==> config.mk <==
export PLATFORM = sky130hd
export DESIGN_NAME = regfile_writeback_arbiter
export DESIGN_NICKNAME = d
export VERILOG_FILES = /design/src/rtl/regfile_writeback_arbiter.sv
export SDC_FILE = /design/constraint.sdc
export NUM_CORES = 1
export LEC_CHECK = 0
export ABC_AREA = 1
export BUFFER_PORTS_ARGS = -buffer_cell sky130_fd_sc_hd__buf_2
export CAP_MARGIN = 20
export CELL_PAD_IN_SITES_DETAIL_PLACEMENT = 0
export CELL_PAD_IN_SITES_GLOBAL_PLACEMENT = 1
export CORE_MARGIN = 2
export CORE_UTILIZATION = 40
export CTS_CLUSTER_SIZE = 40
export DETAILED_ROUTE_END_ITERATION = 7
export GPL_ROUTABILITY_DRIVEN = 0
export PLACE_DENSITY = 0.77
export SLEW_MARGIN = 20
export SYNTH_ARGS = -nofsm -noshare
export SYNTH_HDL_FRONTEND = slang
export SYNTH_SLANG_ARGS = --single-unit
==> constraint.sdc <==
create_clock -name clk -period 7.3 [get_ports clk]
set_input_delay 0.365 -clock clk [delete_from_list [all_inputs] [get_ports clk]]
set_output_delay 0.365 -clock clk [all_outputs]
set_load 0.02 [all_outputs]
==> src/rtl/regfile_writeback_arbiter.sv <==
// Register file write-port arbiter: integer results pass through, FPU results queue.
// Optional macro WB_ZERO_GUARD_EN suppresses integer writes to index 0.
module regfile_writeback_arbiter #(
  parameter int FQ_DEPTH   = 4,
  parameter int STARVE_LIM = 8,
  parameter int REG_AW     = 6,
  parameter int DATA_W     = 32
) (
  input  logic                      clk,
  input  logic                      rst_n,
  input  logic                      int_valid,
  output logic                      int_ready,
  input  logic [REG_AW-1:0]         int_reg,
  input  logic [DATA_W-1:0]         int_data,
  input  logic                      fp_valid,
  output logic                      fp_ready,
  input  logic [REG_AW-1:0]         fp_reg,
  input  logic [DATA_W-1:0]         fp_data,
  output logic [REG_AW-1:0]         writeReg,
  output logic [DATA_W-1:0]         writeData,
  output logic                      regWrite,
  output logic                      float,
  output logic [$clog2(FQ_DEPTH):0] fq_count,
  output logic                      fp_pending
);

  localparam int PW = $clog2(FQ_DEPTH);
  localparam int CW = PW + 1;
  localparam int SW = $clog2(STARVE_LIM + 1);
  localparam logic [CW-1:0] FULL_C = CW'(FQ_DEPTH);
  localparam logic [SW-1:0] LIM_C  = SW'(STARVE_LIM);

  typedef struct packed {
    logic [REG_AW-1:0] idx;
    logic [DATA_W-1:0] data;
  } fq_ent_t;

  fq_ent_t           mem_q [FQ_DEPTH];
  logic [PW-1:0]     wr_q, wr_d, rd_q, rd_d;
  logic [CW-1:0]     cnt_q, cnt_d;
  logic [SW-1:0]     starve_q, starve_d;
  logic [REG_AW-1:0] wreg_q, wreg_d;
  logic [DATA_W-1:0] wdata_q, wdata_d;
  logic              we_q, we_d;
  logic              flt_q, flt_d;

  logic full, force_pop, pop, push;
  logic int_win, int_wr, not_empty;

  always_comb begin
    not_empty = cnt_q != '0;
    full      = cnt_q == FULL_C;
    force_pop = full | (not_empty & (starve_q >= LIM_C));
    pop       = force_pop | (!int_valid & not_empty);
    int_win   = !force_pop & int_valid;
    push      = fp_valid & !full;
`ifdef WB_ZERO_GUARD_EN
    int_wr    = int_win & (int_reg != '0);
`else
    int_wr    = int_win;
`endif

    wr_d  = push ? wr_q + PW'(1) : wr_q;
    rd_d  = pop  ? rd_q + PW'(1) : rd_q;
    cnt_d = cnt_q;
    unique case ({push, pop})
      2'b10:   cnt_d = cnt_q + CW'(1);
      2'b01:   cnt_d = cnt_q - CW'(1);
      default: cnt_d = cnt_q;
    endcase

    // Head age: only counts while an entry sits unserved
    starve_d = starve_q;
    if (!not_empty || pop)
      starve_d = '0;
    else if (starve_q < LIM_C)
      starve_d = starve_q + SW'(1);

    wreg_d  = wreg_q;
    wdata_d = wdata_q;
    flt_d   = flt_q;
    we_d    = pop | int_wr;
    if (pop) begin
      wreg_d  = mem_q[rd_q].idx;
      wdata_d = mem_q[rd_q].data;
      flt_d   = 1'b1;
    end else if (int_wr) begin
      wreg_d  = int_reg;
      wdata_d = int_data;
      flt_d   = 1'b0;
    end
  end

  always_ff @(posedge clk) begin
    if (push)
      mem_q[wr_q] <= '{idx: fp_reg, data: fp_data};
  end

  always_ff @(posedge clk or negedge rst_n) begin
    if (!rst_n) begin
      wr_q     <= '0;
      rd_q     <= '0;
      cnt_q    <= '0;
      starve_q <= '0;
      wreg_q   <= '0;
      wdata_q  <= '0;
      we_q     <= 1'b0;
      flt_q    <= 1'b0;
    end else begin
      wr_q     <= wr_d;
      rd_q     <= rd_d;
      cnt_q    <= cnt_d;
      starve_q <= starve_d;
      wreg_q   <= wreg_d;
      wdata_q  <= wdata_d;
      we_q     <= we_d;
      flt_q    <= flt_d;
    end
  end

  assign int_ready  = !force_pop;
  assign fp_ready   = !full;
  assign fq_count   = cnt_q;
  assign fp_pending = not_empty;
  assign writeReg   = wreg_q;
  assign writeData  = wdata_q;
  assign regWrite   = we_q;
  assign float      = flt_q;

endmodule

Yosys cells after proc, flatten, opt, wreduce, memory -nomap -nowiden
Memories as Yosys holds them, arrays and structs flattened.
Cells that the tools add are included.
{"block": "totals", "reg_bits": 51, "latchBits": 0, "ram_bits": 152, "romBits": 0, "input_bits": 80, "out_inout_bits": 46, "memories": 1}
{"name": "mem_q", "words": 4, "width": 38, "rd": 1, "rd_clocked_by_memory_dff": 0, "wr": 1, "line": "38", "source": "fq_ent_t mem_q [FQ_DEPTH];"}
{"block": "classes", "n_addsub": 5, "multipliers": 0, "div": 0, "magnitude_cmp": 2, "eq_ne": 3, "shift": 0, "n_mux": 11, "n_bitwise": 7, "reduce_logical": 9}
{"op": "$mux W32", "n": 2}
{"op": "$mux W6", "n": 2}
{"op": "$mux W4", "n": 2}
{"op": "$pmux W3 S2", "n": 1}
{"op": "$reduce_bool A2 Y1", "n": 3}
{"op": "$add A2 B1 Y2 const B", "n": 2}
{"op": "$add A4 B1 Y4 const B", "n": 1}
{"op": "$and A1 B1 Y1", "n": 4}
{"op": "$ge A4 B4 Y1 const B", "n": 1}
{"op": "$logic_not A1 Y1", "n": 4}
{"op": "$lt A4 B4 Y1 const B", "n": 1}
{"op": "$mux W1", "n": 4}
{"op": "$add A3 B1 Y3 const B", "n": 1}
{"op": "$eq A3 B3 Y1 const B", "n": 1}
{"op": "$or A1 B1 Y1", "n": 3}
{"op": "$reduce_bool A3 Y1", "n": 1}
{"op": "$sub A3 B1 Y3 const B", "n": 1}
{"op": "$eq A2 B1 Y1 const B", "n": 1}
{"op": "$eq A2 B2 Y1 const B", "n": 1}
{"op": "$logic_or A1 B1 Y1", "n": 1}

Logic depth before layout (Yosys ltp)
Gate-level depths: netlist of run 1.
{"block": "logic_depth", "ltp_word": 7, "ltp_mapped": 12, "mapped_depth_nobuf": 11}

Least setup slack after synthesis of run 1
No wires, ideal clock.
{"block": "synth_path", "path_type": "register to register", "start": "register cnt_q[0], in the netlist fq_count[0]", "end": "memory mem_q[0][0] (netlist name) (enable)", "setup_ns": 0.433, "arrival_ns": 2.545, "path_slack_ns": 4.321, "path_stages_with_launch": 6, "n_path_buf": 1, "path_cell_list": "dfrtp_1 nor2_4 nand2_2 buf_4 nand2_4 nor2_1"}
{"block": "synth_between", "elab_chain_cells": 5}
{"element": "start, declared", "line": "40", "source": "logic [CW-1:0] cnt_q, cnt_d;"}
{"element": "start signal, assigned", "line": "112", "source": "cnt_q <= cnt_d;"}
{"element": "$eq A3 B3 Y1", "line": "52", "source": "full = cnt_q == FULL_C;"}
{"element": "$logic_not A1 Y1", "line": "56", "source": "push = fp_valid & !full;"}
{"element": "$and A1 B1 Y1", "line": "56"}
{"element": "$mux W1", "line": "95", "source": "if (push)"}
{"element": "$mux W1 (implied by the code)", "line": "96", "source": "mem_q[wr_q] <= '{idx: fp_reg, data: fp_data};"}
{"element": "end, declared", "line": "38"}
Every way passes these cells.

Final worst setup path of run 1
{"block": "layout_path", "start": "register cnt_q[0], in the netlist fq_count[0]", "end": "memory mem_q[1][35] (netlist name) (enable)"}
Same word-level chain as after synthesis.

==> impl_metrics.tcl, run 1 <==
set metrics [dict create \
    status "complete, no violations" \
    cts_root_buf "clkbuf_16" \
    std_cell_rows 54 \
    path_cells "nor2_4, nand2_2, nand2_4, nor2_4, buf_4" \
    regToRegSetupSlack_ns 4.42 \
    maxCapViolCount 0 \
    antenna_found_initial 0 \
    period_share_pct 39.5 \
    pin_count 126 \
    dp_slack_ns 4.38 \
    syn_inst 887 \
    reg2reg_to "mem_q[1][35]" \
    portBuffers 125 \
    via_per_inst 4.69 \
    clk_latency_ns 0.50 \
    drtAntennaViolNets 0 \
    finalPower_w 0.00430 \
    grt_max_degree 79 \
    synth.most_common_cell "nand2_1" \
    synth_edf_count 152 \
    wl_per_cell_um 15.9 \
    syn_area_sq_um 8910 \
    r2r_cells 5 \
    nets 1089 \
    dr.pass1.iters 4 \
    clk_pin_slew_ns 0.06 \
    synth_fp_nets 975 \
    skew_ns 0.00903 \
    netlist.area_leader.share_pct 51.2 \
    die-height_um 153 \
    power.density_nw_per_um2 410 \
    yosysTopAreaCell "edfxtp_1" \
    dp_hpwl_mm 12.0 \
    drt_iter0_drc 309 \
    cts_buffer_depth 3 \
    timing.rr.start "fq_count[0]" \
    remaining_drc_errors 0 \
    syn_avg_cell_area_sq_um 10.0 \
    htree_levels 1 \
    fin_ws_ns 4.42 \
    synth.distinct_cells 23 \
    finalHoldViolations 0 \
    numCtsBuffers 23 \
    die_area_sq_um 23500 \
    grt_usage_pct 18.1 \
    rsz0062_at_grt "false" \
    slew_headroom_pct 32.9 \
    yosys_most_used_dff "edfxtp_1" \
    grt_pass1_vias 6185 \
    cts_hold_buf 0 \
    critPathBufInv 1 \
    clock_sinks 203 \
    peakVddDrop_mv 0.216 \
    coreArea_sq_um 21800 \
    worstHoldPathType "input pin to async pin" \
    dp.cells 1256 \
    cp_max_fo 40 \
    critPathKind "flip-flop to flip-flop" \
    synthArstFlopShare_pct 25.1 \
    yosysSeqAreaShare_pct 65.6 \
    crit_family "simple AND/OR/NAND/NOR gates" \
    final_max_slew_viol_count 0 \
    setup_tns_ns 0 \
    ys_top_cells_by_count "nand2_1 (279), inv_1 (168), edfxtp_1 (152), nand3_1 (115), dfrtp_1 (51)" \
    tightest_slew_ns 1.00 \
    netlist_top_cells_area "edfxtp_1 (51%), dfrtp_1 (14%), nand2_1 (12%)" \
    final_core_util_pct 48.0 \
    crit_path_start_kind "flip-flop" \
    critPathMaxStageDelay_ns 0.73 \
    die_w_um 153 \
    fmax_mhz 347 \
    final-instance-count-excl-fill 1298 \
    grt_first_pass_wirelength_mm 33.6 \
    cpMaxStageDelayCell "nand2_2" \
    start_util_pct 40.8 \
    ys_warn_count 0 \
    leakagePower_nw 4.92 \
    synth_seq_cells 203 \
    overflow 0 \
    cpMostUsedCell "nor2_4" \
    postCtsSetupBuffers 0 \
    cp.arrival_ns 3.05 \
    diodes 0 \
    setup_viol 0 \
    wirelength_mm 20.6 \
    drive_gt1_share_pct 18.4 \
    cts_resized 0 \
    area_delta_synth_final_pct 17.5 \
    tritoncts "built" \
    vias 6085 \
    timing.final.crit_period_ns 2.88 \
    endpoint_kind "flip-flop" \
    required_ns 7.47 \
]
==> cell type report <==
class,instances,area (sq um)
Clock buffer,31,616
Clock inverter,11,118
Fill cell,2036,11400
Inverter,171,642
Multi-Input combinational cell,467,2170
Sequential cell,203,5840
Tap cell,280,350
Timing Repair Buffer,135,728
==> per-layer routing <==
| layer | vias up | part of all wire [%] | track usage [%] | wire length, um |
|---|---|---|---|---|
| li1 | 3056 | - | - | - |
| met5 | - | 0 | 0 | 0 |
| met1 | 2846 | 44 | 23.3 | 9030 |
| met3 | 28 | 5.2 | 2.86 | 1070 |
| met4 | 0 | 1.9 | 4.59 | 396 |
| met2 | 155 | 49 | 31.9 | 10100 |
==> power breakdown <==
group	total, W	switching (W)	internal [W]
Clock	0.00112	0.000451	0.000667
Combinational	0.00145	0.00101	0.000444
Sequential	0.00173	0.000155	0.00157
Total	0.00430	0.00161	0.00268
==> worst max-delay path by stage <==
stage | from | end | slack, ns | cells past startpoint
global route | fq_count[0] | mem_q[1][30] | 4.19 | 5
CTS | fq_count[0] | mem_q[1][30] | 4.36 | 5
floorplan | fq_count[0] | mem_q[0][0] | 4.32 | 5
finish | fq_count[0] | mem_q[1][35] | 4.42 | 5
global placement | fq_count[0] | mem_q[1][5] | 4.45 | 5
detailed placement | fq_count[0] | mem_q[1][5] | 4.38 | 5
==> state kept, by name, indices dropped and copies added (netlist names) <==
| name | flops |
|---|---|
| writeReg | 6 |
| starve_q | 4 |
| rd_q | 2 |
| mem_q | 152 |
| writeData | 32 |
| wr_q | 2 |
| fq_count | 3 |
| regWrite | 1 |
| float | 1 |
==> cells in the final DEF, fill, tap and decap left out, types with 2 or more instances in the layout <==
cell type / synthesis / layout
nor2_4: 3 / 7
nand3_1: 115 / 115
dfrtp_1: 51 / 49
o21ai_0: 3 / 3
nand2_2: 1 / 2
inv_1: 168 / 167
xnor2_1: 3 / 3
edfxtp_1: 152 / 152
clkinv_2: 0 / 5
nor2_1: 11 / 7
inv_2: 3 / 4
ha_1: 7 / 7
xor2_1: 2 / 2
clkbuf_1: 7 / 7
buf_4: 8 / 8
nand4_1: 38 / 38
buf_2: 23 / 125
bufinv_16: 0 / 2
nand2_1: 279 / 278
nand2_4: 2 / 2
clkbuf_16: 0 / 23
dfrtp_2: 0 / 2
==> through the flow <==
step	cell area [sq um]	hold slack, ns
floorplan	8910	0.0694
global placement	9700	0.471
detailed placement	9740	0.467
CTS	10500	0.0419
global route	10500	0.0626
finish	10500	0.0206
==> kinds of logic (layout without fill, tap and decap cells) <==
kind of cell | Yosys count | count (layout) | share of synthesized area, %
AOI/OAI and AO/OA | 4 | 4 | 0.225
and+or+nand+nor | 450 | 450 | 22.1
adders and majority gates | 8 | 8 | 1.21
buffers and inverters | 217 | 348 | 10.4
xor gates and xnor gates | 5 | 5 | 0.492
DFF | 203 | 203 | 65.6
==> worst reg2reg max path, stage by stage, from the launching register on <==
cell     delay (ns)
dfrtp_1        0.44
nor2_4         0.08
nand2_2        0.73
nand2_4        0.28
nor2_4         0.56
buf_4          0.45
Note: power is estimated with default switching activity, not from simulation.
==> run 2: changes to the inputs <==
ABC_AREA = 0   (was 1)
PLACE_DENSITY = 0.72   (was 0.77)
clock period = 2.9 ns   (was 7.3 ns; I/O delays follow)
==> run 2 against run 1 <==
Net effect:
- sequential cell count unchanged
- final cell count is 26% lower
- die area down 9.0%
- final area shrank 0.35%
- non-clock buffer count grew 77
- via count down 23%
- global-route usage down 2.5 points
- utilization up 4.1 points
- register-to-register slack worse by 3.9 ns
- largest power group unchanged
==> impl_metrics.tcl, run 2 <==
set metrics [dict create \
    status "complete, no violations" \
    dp_hpwl_mm 10.0 \
    setup_tns_ns 0 \
    syn_inst 466 \
    tightest_slew_ns 1.02 \
    yosysSeqAreaShare_pct 72.2 \
    antenna_found_initial 0 \
    endpoint_kind "flip-flop" \
    syn_avg_cell_area_sq_um 17.4 \
    synthArstFlopShare_pct 25.1 \
    numCtsBuffers 21 \
    peakVddDrop_mv 0.458 \
    cts_buffer_depth 3 \
    dp.cells 850 \
    largest_register_ffs 152 \
    skew_ns 0.0148 \
    crit_path_start_kind "flip-flop" \
    clk_latency_ns 0.49 \
    ys_warn_count 0 \
    slew_headroom_pct 32.0 \
    overflow 0 \
    largest_register "mem_q" \
    synth_seq_cells 203 \
    final-instance-count-excl-fill 964 \
    final_cell_mix "edfxtp_1 (152), buf_2 (125), inv_1 (85)" \
    wl_per_cell_um 17.1 \
    grt_max_degree 40 \
    die-height_um 146 \
    die_area_sq_um 21400 \
    yosys_most_used_dff "edfxtp_1" \
    final_max_slew_viol_count 0 \
    grt_pass1_vias 5074 \
    leakagePower_nw 4.12 \
    power.density_nw_per_um2 958 \
    tritoncts "built" \
    maxCapViolCount 0 \
    yosysTopAreaCell "edfxtp_1" \
    via_per_inst 4.84 \
    hold_ws_ns 0.00563 \
    drtAntennaViolNets 0 \
    ys_top_cells_by_count "edfxtp_1 (152), inv_1 (85), dfrtp_1 (51), nand2_1 (40), mux4_2 (38)" \
    nets 767 \
    placed_cell_area_sq_um 9050 \
    coreArea_sq_um 20000 \
    pin_count 126 \
    fin_area_sq_um 10400 \
    cts_root_buf "clkbuf_16" \
    dr.pass1.iters 4 \
    cpMaxStageDelayCell "or3b_1" \
    critPathMaxStageDelay_ns 0.54 \
    path_cells "or3b_1, and2_1, inv_1, ha_1, inv_1, fa_1, xor2_1, nor2_1, xor2_1" \
    setup_viol 0 \
    finalHoldViolations 0 \
    netlist_top_cells_area "edfxtp_1 (56%), dfrtp_1 (16%), mux4_2 (11%)" \
    std_cell_rows 52 \
    start_util_pct 40.4 \
    remaining_drc_errors 0 \
    diodes 0 \
    die_w_um 146 \
    wirelength_mm 16.5 \
    clk_pin_slew_ns 0.06 \
    grt_usage_pct 15.6 \
    critPathBufInv 2 \
    rsz0062_at_grt "false" \
    drive_gt1_share_pct 33.4 \
    mostFrequentLayoutCell "edfxtp_1" \
    vias 4663 \
    synth_edf_count 152 \
    cp_max_fo 9 \
    netlist.area_leader.share_pct 56.4 \
    synth.distinct_cells 30 \
    fillers 1719 \
    grt_first_pass_wirelength_mm 26.5 \
    required_ns 3.31 \
    fmax_mhz 419 \
    portBuffers 125 \
    dp_slack_ns 0.538 \
    crit_family "simple AND/OR/NAND/NOR gates" \
    htree_levels 1 \
    syn_area_sq_um 8090 \
    worstHoldPathType "input pin to flip-flop" \
    period_share_pct 82.2 \
    critPathKind "flip-flop to flip-flop" \
    timing.final.crit_period_ns 2.38 \
    fin_ws_ns 0.516 \
    synth.most_common_cell "edfxtp_1" \
    area_delta_synth_final_pct 29.0 \
    cp.arrival_ns 2.79 \
    clock_sinks 203 \
    drt_iter0_drc 207 \
    synth_fp_nets 554 \
]
run 2: cell count changes after synthesis, moves of 4 or more:
cell / before / now
o221ai_1: 0 / 17
nand3_1: 115 / 1
o221ai_2: 0 / 20
nand4_1: 38 / 0
buf_4: 8 / 4
buf_6: 7 / 3
mux4_2: 0 / 38
buf_2: 23 / 8
nor2_1: 11 / 3
nand2_1: 279 / 40
inv_1: 168 / 85
and3_1: 0 / 4
run 2: worst paths after layout:
kind	startpoint	to	slack, ns	cells past startpoint
worst max-delay path	fq_count[1]	fq_count[2]	0.52	9
worst min-delay path	int_data[14]	writeData[14]	0.006	3
worst max register to register	fq_count[1]	fq_count[2]	0.52	9
worst min register to register	float	float	0.48	2
max in group asynchronous	rst_n	writeData[29]	1.80	3
min in group asynchronous	rst_n	writeData[9]	0.31	2
run 2: tightest hold or removal path, cell delays in order:
cell and delay [ns]:
buf_2 0.09, inv_1 0.05, o221ai_1 0.13
run 2: cell families (layout without fill, tap and decap cells):
group | count (synthesis) | count (layout) | share of synthesized area [%]
flip-flops | 203 | 203 | 72.2
buffers and inverters | 107 | 335 | 5.55
AND/OR/NAND/NOR | 59 | 59 | 3.37
AO/OA/AOI/OAI | 43 | 43 | 6.06
multiplexers | 39 | 39 | 10.7
adder cells (fa/ha/maj) | 8 | 8 | 1.33
XOR/XNOR | 7 | 7 | 0.758
run 2: where the power goes:
| group | internal [W] | switching, W |
|---|---|---|
| registers | 0.00395 | 0.000550 |
| clock network | 0.00137 | 0.00106 |
| logic | 0.00140 | 0.00167 |
| total | 0.00672 | 0.00328 |
run 2: area by class of cell:
| type | instances | area (sq um) | area share (%) |
|---|---|---|---|
| flip-flops and latches | 203 | 5850 | 56.0 |
| multi-input cells | 156 | 1820 | 17.4 |
| repair buffers | 212 | 1490 | 14.3 |
| clock buffers | 27 | 558 | 5.35 |
| well taps | 270 | 338 | 3.24 |
| inverters | 85 | 319 | 3.06 |
| clock inverters | 11 | 61.3 | 0.588 |
run 2: per-layer routing:
layer	routed length [um]	part of all wire, %	up-vias	track usage (%)
met5	0	0	-	0
met4	278	1.7	0	4.51
met3	649	3.9	19	2.41
met2	8210	50	116	27.0
met1	7390	45	2372	20.6
li1	-	-	2156	-
run 2: per-stage QoR:
stage,utilization [%],total power (W)
2_1_floorplan,-,0.00660
3_3_place_gp,45.2,0.00752
3_5_place_dp,45.2,0.00763
4_1_cts,52.1,0.0102
5_1_grt,52.1,0.0106
6_report,52.1,0.0100
run 2: what timing repair did:
action,4_1_cts,5_1_grt
setup endpoints to repair,0,0
resized for setup,0,0
buffers inserted,0,0
hold buffers,76,0
endpoints found under the hold margin,220,0
